$ cat src/rtl/pe_multicaster.sv
// Column multicast controller: a tag-filtered forward FIFO to one PE, a psum
// return skid buffer, and a column ID that can be reloaded at run time.
module pe_multicaster #(
   parameter  int DATA_WIDTH = 16,
   parameter  int NUM_COL    = 4,
   parameter  int FIFO_DEPTH = 2,
   localparam int IDW = (NUM_COL > 1) ? $clog2(NUM_COL) : 1,
   localparam int DW  = DATA_WIDTH,
   localparam int PW  = 2 * DATA_WIDTH
) (
   input  logic           clk,
   input  logic           rst_n,
   input  logic           id_cfg_en,
   input  logic [IDW-1:0] id_cfg,
   input  logic           bus_valid,
   output logic           bus_ready,
   input  logic [IDW-1:0] bus_tag,
   input  logic           bus_bcast,
   input  logic [2:0]     bus_sel,
   input  logic [DW-1:0]  bus_ifmap,
   input  logic [DW-1:0]  bus_fltr,
   input  logic [PW-1:0]  bus_psum,
   output logic           pe_valid,
   input  logic           pe_ready,
   output logic [2:0]     pe_sel,
   output logic [DW-1:0]  pe_ifmap,
   output logic [DW-1:0]  pe_fltr,
   output logic [PW-1:0]  pe_psum,
   input  logic           pe_opsum_valid,
   output logic           pe_opsum_ready,
   input  logic [PW-1:0]  pe_opsum,
   output logic           bus_opsum_valid,
   input  logic           bus_opsum_ready,
   output logic [PW-1:0]  bus_opsum,
   output logic [IDW-1:0] cur_id
);

   localparam int AW = (FIFO_DEPTH > 1) ? $clog2(FIFO_DEPTH) : 1;
   localparam int CW = AW + 1;

   typedef struct packed {
      logic [2:0]    sel;
      logic [DW-1:0] ifmap;
      logic [DW-1:0] fltr;
      logic [PW-1:0] psum;
   } pkt_t;

   typedef enum logic [1:0] {
      UNCFG,
      ACTIVE,
      DRAIN
   } state_t;

   state_t         state_q;
   state_t         state_d;
   logic [IDW-1:0] id_q;
   logic [IDW-1:0] id_d;
   logic [IDW-1:0] pend_q;
   logic [IDW-1:0] pend_d;

   pkt_t           fmem [FIFO_DEPTH];
   logic [AW-1:0]  f_wr;
   logic [AW-1:0]  f_rd;
   logic [CW-1:0]  f_cnt;
   logic           f_empty;
   logic           f_full;
   logic           f_push;
   logic           f_pop;
   logic           hit;
   pkt_t           f_in;
   pkt_t           f_head;

   logic [PW-1:0]  rmem [2];
   logic           r_wr;
   logic           r_rd;
   logic [1:0]     r_cnt;
   logic [1:0]     r_cnt_d;
   logic           r_push;
   logic           r_pop;
   logic           r_rdy;

   assign f_empty = (f_cnt == '0);
   assign f_full  = (f_cnt == CW'(FIFO_DEPTH));

   // ID reload waits for in-flight packets so none are delivered
   // under a column ID they were not filtered against.
   always_comb begin
      state_d   = state_q;
      id_d      = id_q;
      pend_d    = pend_q;
      bus_ready = 1'b0;
      unique case (state_q)
         UNCFG: begin
            if (id_cfg_en) begin
               id_d    = id_cfg;
               state_d = ACTIVE;
            end
         end
         ACTIVE: begin
            bus_ready = !f_full;
            if (id_cfg_en) begin
               if (f_empty) begin
                  id_d = id_cfg;
               end else begin
                  pend_d  = id_cfg;
                  state_d = DRAIN;
               end
            end
         end
         DRAIN: begin
            if (id_cfg_en) pend_d = id_cfg;
            if (f_empty) begin
               id_d    = pend_d;
               state_d = ACTIVE;
            end
         end
         default: state_d = UNCFG;
      endcase
   end

   always_ff @(posedge clk or negedge rst_n) begin
      if (!rst_n) begin
         state_q <= UNCFG;
         id_q    <= '0;
         pend_q  <= '0;
      end else begin
         state_q <= state_d;
         id_q    <= id_d;
         pend_q  <= pend_d;
      end
   end

   assign cur_id = id_q;

   assign hit    = (bus_bcast | (bus_tag == id_q)) & (|bus_sel);
   assign f_push = bus_valid & bus_ready & hit;
   assign f_pop  = pe_valid & pe_ready;

   assign f_in.sel   = bus_sel;
   assign f_in.ifmap = bus_ifmap;
   assign f_in.fltr  = bus_fltr;
   assign f_in.psum  = bus_psum;

   always_ff @(posedge clk or negedge rst_n) begin
      if (!rst_n) begin
         for (int i = 0; i < FIFO_DEPTH; i++) fmem[i] <= '0;
         f_wr  <= '0;
         f_rd  <= '0;
         f_cnt <= '0;
      end else begin
         if (f_push) begin
            fmem[f_wr] <= f_in;
            f_wr       <= f_wr + AW'(1);
         end
         if (f_pop) f_rd <= f_rd + AW'(1);
         case ({f_push, f_pop})
            2'b10:   f_cnt <= f_cnt + CW'(1);
            2'b01:   f_cnt <= f_cnt - CW'(1);
            default: f_cnt <= f_cnt;
         endcase
      end
   end

   assign f_head   = fmem[f_rd];
   assign pe_valid = !f_empty;
   assign pe_sel   = f_head.sel;
   assign pe_ifmap = f_head.ifmap;
   assign pe_fltr  = f_head.fltr;
   assign pe_psum  = f_head.psum;

   // Return path: two entries keep full throughput with a registered ready.
   assign r_push = pe_opsum_valid & r_rdy;
   assign r_pop  = bus_opsum_valid & bus_opsum_ready;

   always_comb begin
      r_cnt_d = r_cnt;
      case ({r_push, r_pop})
         2'b10:   r_cnt_d = r_cnt + 2'd1;
         2'b01:   r_cnt_d = r_cnt - 2'd1;
         default: r_cnt_d = r_cnt;
      endcase
   end

   always_ff @(posedge clk or negedge rst_n) begin
      if (!rst_n) begin
         rmem[0] <= '0;
         rmem[1] <= '0;
         r_wr    <= 1'b0;
         r_rd    <= 1'b0;
         r_cnt   <= '0;
         r_rdy   <= 1'b1;
      end else begin
         if (r_push) begin
            rmem[r_wr] <= pe_opsum;
            r_wr       <= ~r_wr;
         end
         if (r_pop) r_rd <= ~r_rd;
         r_cnt <= r_cnt_d;
         r_rdy <= (r_cnt_d != 2'd2);
      end
   end

   assign pe_opsum_ready  = r_rdy;
   assign bus_opsum_valid = (r_cnt != 2'd0);
   assign bus_opsum       = rmem[r_rd];

endmodule
$ cat config.mk
export PLATFORM = sky130hd
export DESIGN_NAME = pe_multicaster
export DESIGN_NICKNAME = d
export VERILOG_FILES = /design/src/rtl/pe_multicaster.sv
export SDC_FILE = /design/constraint.sdc
export NUM_CORES = 1
export LEC_CHECK = 0
export CORE_ASPECT_RATIO = 1.5
export CORE_MARGIN = 2
export CORE_UTILIZATION = 45
export DETAILED_ROUTE_END_ITERATION = 8
export PLACE_DENSITY = 0.73
export SETUP_SLACK_MARGIN = 0.5
export SYNTH_ARGS = -nofsm -noshare
export SYNTH_HDL_FRONTEND = slang
export SYNTH_SLANG_ARGS = --single-unit
$ cat constraint.sdc
create_clock -name clk -period 2.05 [get_ports clk]
set_input_delay 0.41 -clock clk [delete_from_list [all_inputs] [get_ports clk]]
set_output_delay 0.41 -clock clk [all_outputs]
set_load 0.01 [all_outputs]
# ---- After elaboration in Yosys (flattened, before gate mapping)
# Cells that the tools add are included.
dict set report word_totals {
  register_bits 213
  input_bits 111
  elab_cells 102
}
dict set report classes {
  bitwise 13
  n_mux 29
  n_reduce_logical 14
  n_lt_le_gt_ge 6
  n_eq_ne 14
  addsub 6
}
# op n
set op_table {}
lappend op_table {{2-to-1 mux 67 bit} 4}
lappend op_table {{bitwise mux 134 bit} 1}
lappend op_table {{2-to-1 mux 32 bit} 4}
lappend op_table {{demux 67 bit (select 1 bit)} 1}
lappend op_table {{bitwise mux 64 bit} 1}
lappend op_table {{demux 32 bit (select 1 bit)} 1}
lappend op_table {{2-to-1 mux 2 bit} 11}
lappend op_table {{!= test 2 bit, second input constant} 6}
lappend op_table {{one-hot mux 2 bit (2 select lines)} 3}
lappend op_table {{one-hot mux 2 bit (3 select lines)} 2}
lappend op_table {{== test 2 bit, second input constant} 4}
lappend op_table {{greater-or-equal comparator 2 bit, second input constant} 4}
lappend op_table {{inverter 1 -> 2 bit} 4}
lappend op_table {{bitwise AND 1 bit} 6}
lappend op_table {{== test 2 x 1 -> 1 bit, second input constant} 3}
lappend op_table {{nonzero test 2 bit} 3}
lappend op_table {{AND reduction 5 bit} 1}
lappend op_table {{adder 2 x 1 -> 2 bit, second input constant} 2}
lappend op_table {{zero test 2 bit} 2}
lappend op_table {{< comparator 2 x 1 -> 1 bit, second input constant} 2}
lappend op_table {{AND reduction 4 bit} 1}
lappend op_table {{subtractor 2 x 1 -> 2 bit, second input constant} 2}
lappend op_table {{AND reduction 3 bit} 1}
lappend op_table {{nonzero test 3 bit} 1}
lappend op_table {{8 further kinds} 12}

# ---- Longest topological paths before layout
dict set report depth {
  word_depth 7
  depth_mapped 7
  depth_no_buf 7
}

# ---- Worst setup path after synthesis
# Ideal clock, no wire load.
dict set report synth_timing {
  path_type {register to output}
  from {reg f_rd}
  to {out pe_psum[10]}
  setup_slack_ps 88
  path_buffers 3
  arrival_ps 1552
  path_stages_with_launch 5
  cell_sequence {dfrtp_1 -> clkbuf_1 -> clkbuf_1 -> buf_1 -> mux2_2}
}
dict set report synth_via {
  elab_chain_cells 4
}
# element line_no
set synth_lines {}
lappend synth_lines {{start, declared} 63} ;# logic [AW-1:0] f_rd;
lappend synth_lines {{start signal, assigned} 155} ;# if (f_pop) f_rd <= f_rd + AW'(1);
lappend synth_lines {{inverter 1 -> 2 bit (not written as such)} 164} ;# assign f_head = fmem[f_rd];
lappend synth_lines {{2-to-1 mux 67 bit (not written as such) (3 in series)} 164}
lappend synth_lines {{end, declared} 28} ;# output logic [PW-1:0] pe_psum,
# Every way passes these cells. The select of a mux whose other input is x is not followed.

# ---- Final worst setup path
dict set report layout_timing {
  from {reg f_rd}
  to {out pe_psum[27]}
}
# Same word-level chain as after synthesis.

==> summary.txt <==
Synthesis
  – Ys async rst share: 100%
  – Avg Cell Area, Syn: 15.6 um2
  – Count leader, synth: mux2_2
  – Netlist cell types: 37
  – Syn nets: 719
  – Top cells by count, synth: mux2_2 (241), dfrtp_1 (212), mux2_1 (30), mux2_4 (30), clkbuf_1 (14)
  – Cell taking the most area after synthesis: dfrtp_1
  – Synthesized flop and latch total: 213
  – Synth top area cells: dfrtp_1 (56%), mux2_2 (29%), mux2_4 (4.8%)
  – Cells after Synth: slightly above 600
  – Sequential share of the synthesized area: between 50% and 60%
  – Area fraction of the dominant cell type after synthesis: approximately 56%
  – Top_reg_cell synth: dfrtp_1
  – Yosys warns: 0
  – Mapped Area: 0.00944 mm2
  – EDFF count, synth: 0

Timing
  – Slew Viols, Final: 0
  – RSZ-0062 raised after global routing: yes
  – Final Cycle Share: 109%
  – Slew headroom: 70.5%
  – Fin Clk Skew: roughly 0.0064 ns
  – Final setup vio count: 117
  – Final Hold Viols: 0
  – Worst slew pin tran: between 0.4 and 0.5 ns
  – Final worst slack: -0.187 ns
  – Fmax: 0.447 GHz
  – Tmin final: 2.24 ns

Clock tree
  – CTS Buf Count: 21
  – Clock Pin Slew Worst Setup and Hold Paths: approximately 0.070 ns
  – CTS Sinks: 213
  – CTS H-tree depth: 1
  – Clock Tree Root: clkbuf_16
  – Clock Latency Late Sink: 0.49 ns
  – CTS tree: done
  – Clock Path Buffers: 3

Place
  – Worst slack, placed: -0.275 ns
  – Port-buffer cells: 215
  – Final HPWL DP: 15.5 mm
  – Routability-driven placement congestion ratio: about 0.8

Worst setup path
  – Setup crit end kind: output pin
  – Register-to-Register Path Depth: 10
  – WP data arrival: between 1.5 and 2 ns
  – Critical setup path kind: flop to output pin
  – Worst reg2reg endpoint: fmem[58]
  – R2R setup slack: -0.05 ns
  – Reg2reg start: f_cnt[1]
  – Crit path from: f_rd
  – Startpoint types: flop
  – Data required, critical path: 1.64 ns
  – Crit-path max FO: 7
  – Critical path endpoint: pe_psum[27]

Floorplanning
  – Die Wd: roughly 120 um
  – Starting Density: 46.1%
  – Ports: 216
  – Core area: 0.0205 mm2
  – Die height: 181 um
  – Die area: 0.0222 mm2
  – Row cnt: 64

Detailed routing
  – Wirelength per Cell: 23.2 um
  – Via/cell ratio: 5.38
  – Final WL: 28.0 mm
  – Drt pass-1 iters: 4
  – Vias: about 6.5k
  – Post-route ant nets: 0
  – Iter 0 DRT Violations: 247
  – DRC errors left: 0

Power
  – Worst VDD drop: 1030 uV
  – Leakage: approximately 7 nW
  – Pwr/cell area: 1740 mW/mm2

Finish
  – Area added between synthesis and finish: 59.8%
  – Layout cell share with drive strength beyond 1: 62.3%
  – Final core utilization: around three quarters
  – Final nets: 1040
  – Fill count: 1239

Global routing
  – Antenna violations before repair: 1
  – First-pass GRT wire length: 41.4 mm
  – Gr ovfl total: 0
  – Vias in the first global route: roughly 7.4k
  – Largest net degree at the start of global routing: 53
  – All-Layer GR Usage: 24.0%

Outcome
  – Failing checks: negative setup slack
  – Outcome: finished, violations left

Job
  – Max-cap violation count: 0

Min path
  – Hold Crit Depth: 2
  – Worst hold path type: input port to flop
-- worst max-delay path, stage by stage, from the launching register on --
cell,delay [ns]
dfrtp_2,0.41
buf_6,0.12
buf_6,0.11
buf_12,0.13
buf_16,0.14
mux2_4,0.30
buf_6,0.13
-- repair_timing --
action,in CTS,in global routing
setup endpoints to repair,245,271
endpoints found under the hold margin,44,0
pin swaps,3,16
setup buffers,47,16
resized for setup,659,114
gates cloned,20,6
hold buffers,1,0
-- cells in the final DEF (no fill, tap or decap), types with 2 or more instances in the layout --
| cell | netlist | routed |
|---|---|---|
| nand2_1 | 6 | 4 |
| buf_12 | 0 | 25 |
| nand2b_1 | 2 | 2 |
| buf_8 | 3 | 8 |
| dlygate4sd2_1 | 0 | 2 |
| and2_4 | 0 | 2 |
| clkbuf_16 | 0 | 26 |
| xnor2_1 | 6 | 2 |
| dfrtp_2 | 0 | 3 |
| dlymetal6s2s_1 | 0 | 2 |
| buf_6 | 4 | 131 |
| o311ai_0 | 2 | 2 |
| ha_4 | 0 | 2 |
| o21a_1 | 3 | 3 |
| clkinv_2 | 0 | 2 |
| buf_16 | 0 | 21 |
| nor3b_4 | 0 | 2 |
| clkdlybuf4s50_1 | 0 | 105 |
| buf_4 | 4 | 25 |
| bufinv_16 | 0 | 3 |
| o22ai_1 | 2 | 2 |
| inv_1 | 2 | 2 |
| or2_4 | 0 | 4 |
| clkbuf_8 | 0 | 3 |
| mux2_4 | 30 | 163 |
| mux2_2 | 241 | 138 |
| buf_2 | 5 | 7 |
| clkinvlp_4 | 0 | 3 |
| dfrtp_1 | 212 | 209 |
| nand2_4 | 0 | 2 |
| xor2_1 | 5 | 4 |
| clkbuf_1 | 14 | 6 |
| xnor2_2 | 0 | 4 |
-- sequential cells by signal, indices dropped and copies added (netlist names) --
| signal | count |
|---|---|
| cur_id | 2 |
| f_cnt | 2 |
| f_rd | 1 |
| f_wr | 1 |
| fmem | 134 |
| pe_opsum_ready | 1 |
| pend_q | 2 |
| r_cnt | 2 |
| r_rd | 1 |
| r_wr | 1 |
| rmem | 64 |
| state_q | 2 |
-- per-layer routing --
| layer | wire [um] | vias to the layer above | GRT usage (%) | share of wire, % |
|---|---|---|---|---|
| met1 | 10100 | 3401 | 26.2 | 36 |
| met4 | 857 | 0 | 8.32 | 3.1 |
| li1 | - | 2812 | - | - |
| met2 | 15600 | 221 | 45.2 | 56 |
| met5 | 0 | - | 0 | 0 |
| met3 | 1470 | 55 | 4.81 | 5.3 |
-- kinds of logic (layout without fill, tap and decap cells) --
group / after synthesis / after routing / synth area share (%)
AOI/OAI and AO/OA: 15 / 15 / 1.11
and+or+nand+nor: 25 / 26 / 1.52
DFF: 213 / 213 / 56.5
other: 0 / 1 / 0
muxes: 302 / 302 / 37.2
buffers and inverters: 38 / 372 / 2.41
adders and majority gates: 2 / 2 / 0.265
xor gates and xnor gates: 11 / 11 / 1.02
-- area by class of cell --
cell class,instances,area [um2],area share [%]
antenna,1,2.50,0.0166
clock buffer,29,576,3.81
clock inverter,8,123,0.813
inverter,2,7.51,0.0498
multi-input combinational,356,4580,30.3
sequential,213,5340,35.4
tap,264,330,2.19
timing repair buffer,333,4140,27.4
-- through the flow --
stage / hold WS, ns / power, mW / area, um2 / instances / setup TNS [ns]
4_1_cts: 0.413 / 24.8 / 14400 / 1183 / -10.64
5_1_grt: 0.312 / 27.5 / 15100 / 1206 / -19.08
2_1_floorplan: 0.114 / 13.2 / 9550 / 606 / 0
3_5_place_dp: 0.396 / 18.0 / 12100 / 1078 / -32.62
3_3_place_gp: 0.380 / 17.5 / 12100 / 1078 / -26.82
6_report: 0.310 / 26.3 / 15100 / 1206 / -11.71
-- worst min-delay path by stage --
stage                     slack (ns)        end  startpoint
after floorplan                 0.11  cur_id[0]       rst_n
after global placement          0.38    rmem[9]       rst_n
after detailed placement        0.40    rmem[4]       rst_n
after CTS                       0.41   fmem[64]  bus_sel[0]
after global routing            0.31  fmem[133]  bus_sel[2]
final                           0.31  fmem[133]  bus_sel[2]
-- power breakdown --
part           leakage, nW  switching, mW  total (mW)  internal [mW]
clock                0.331           1.63        3.98           2.35
combinational         4.18           5.18        14.7           9.48
sequential            2.55           1.32        7.68           6.35
No activity file was read; power rests on OpenSTA's default activity.
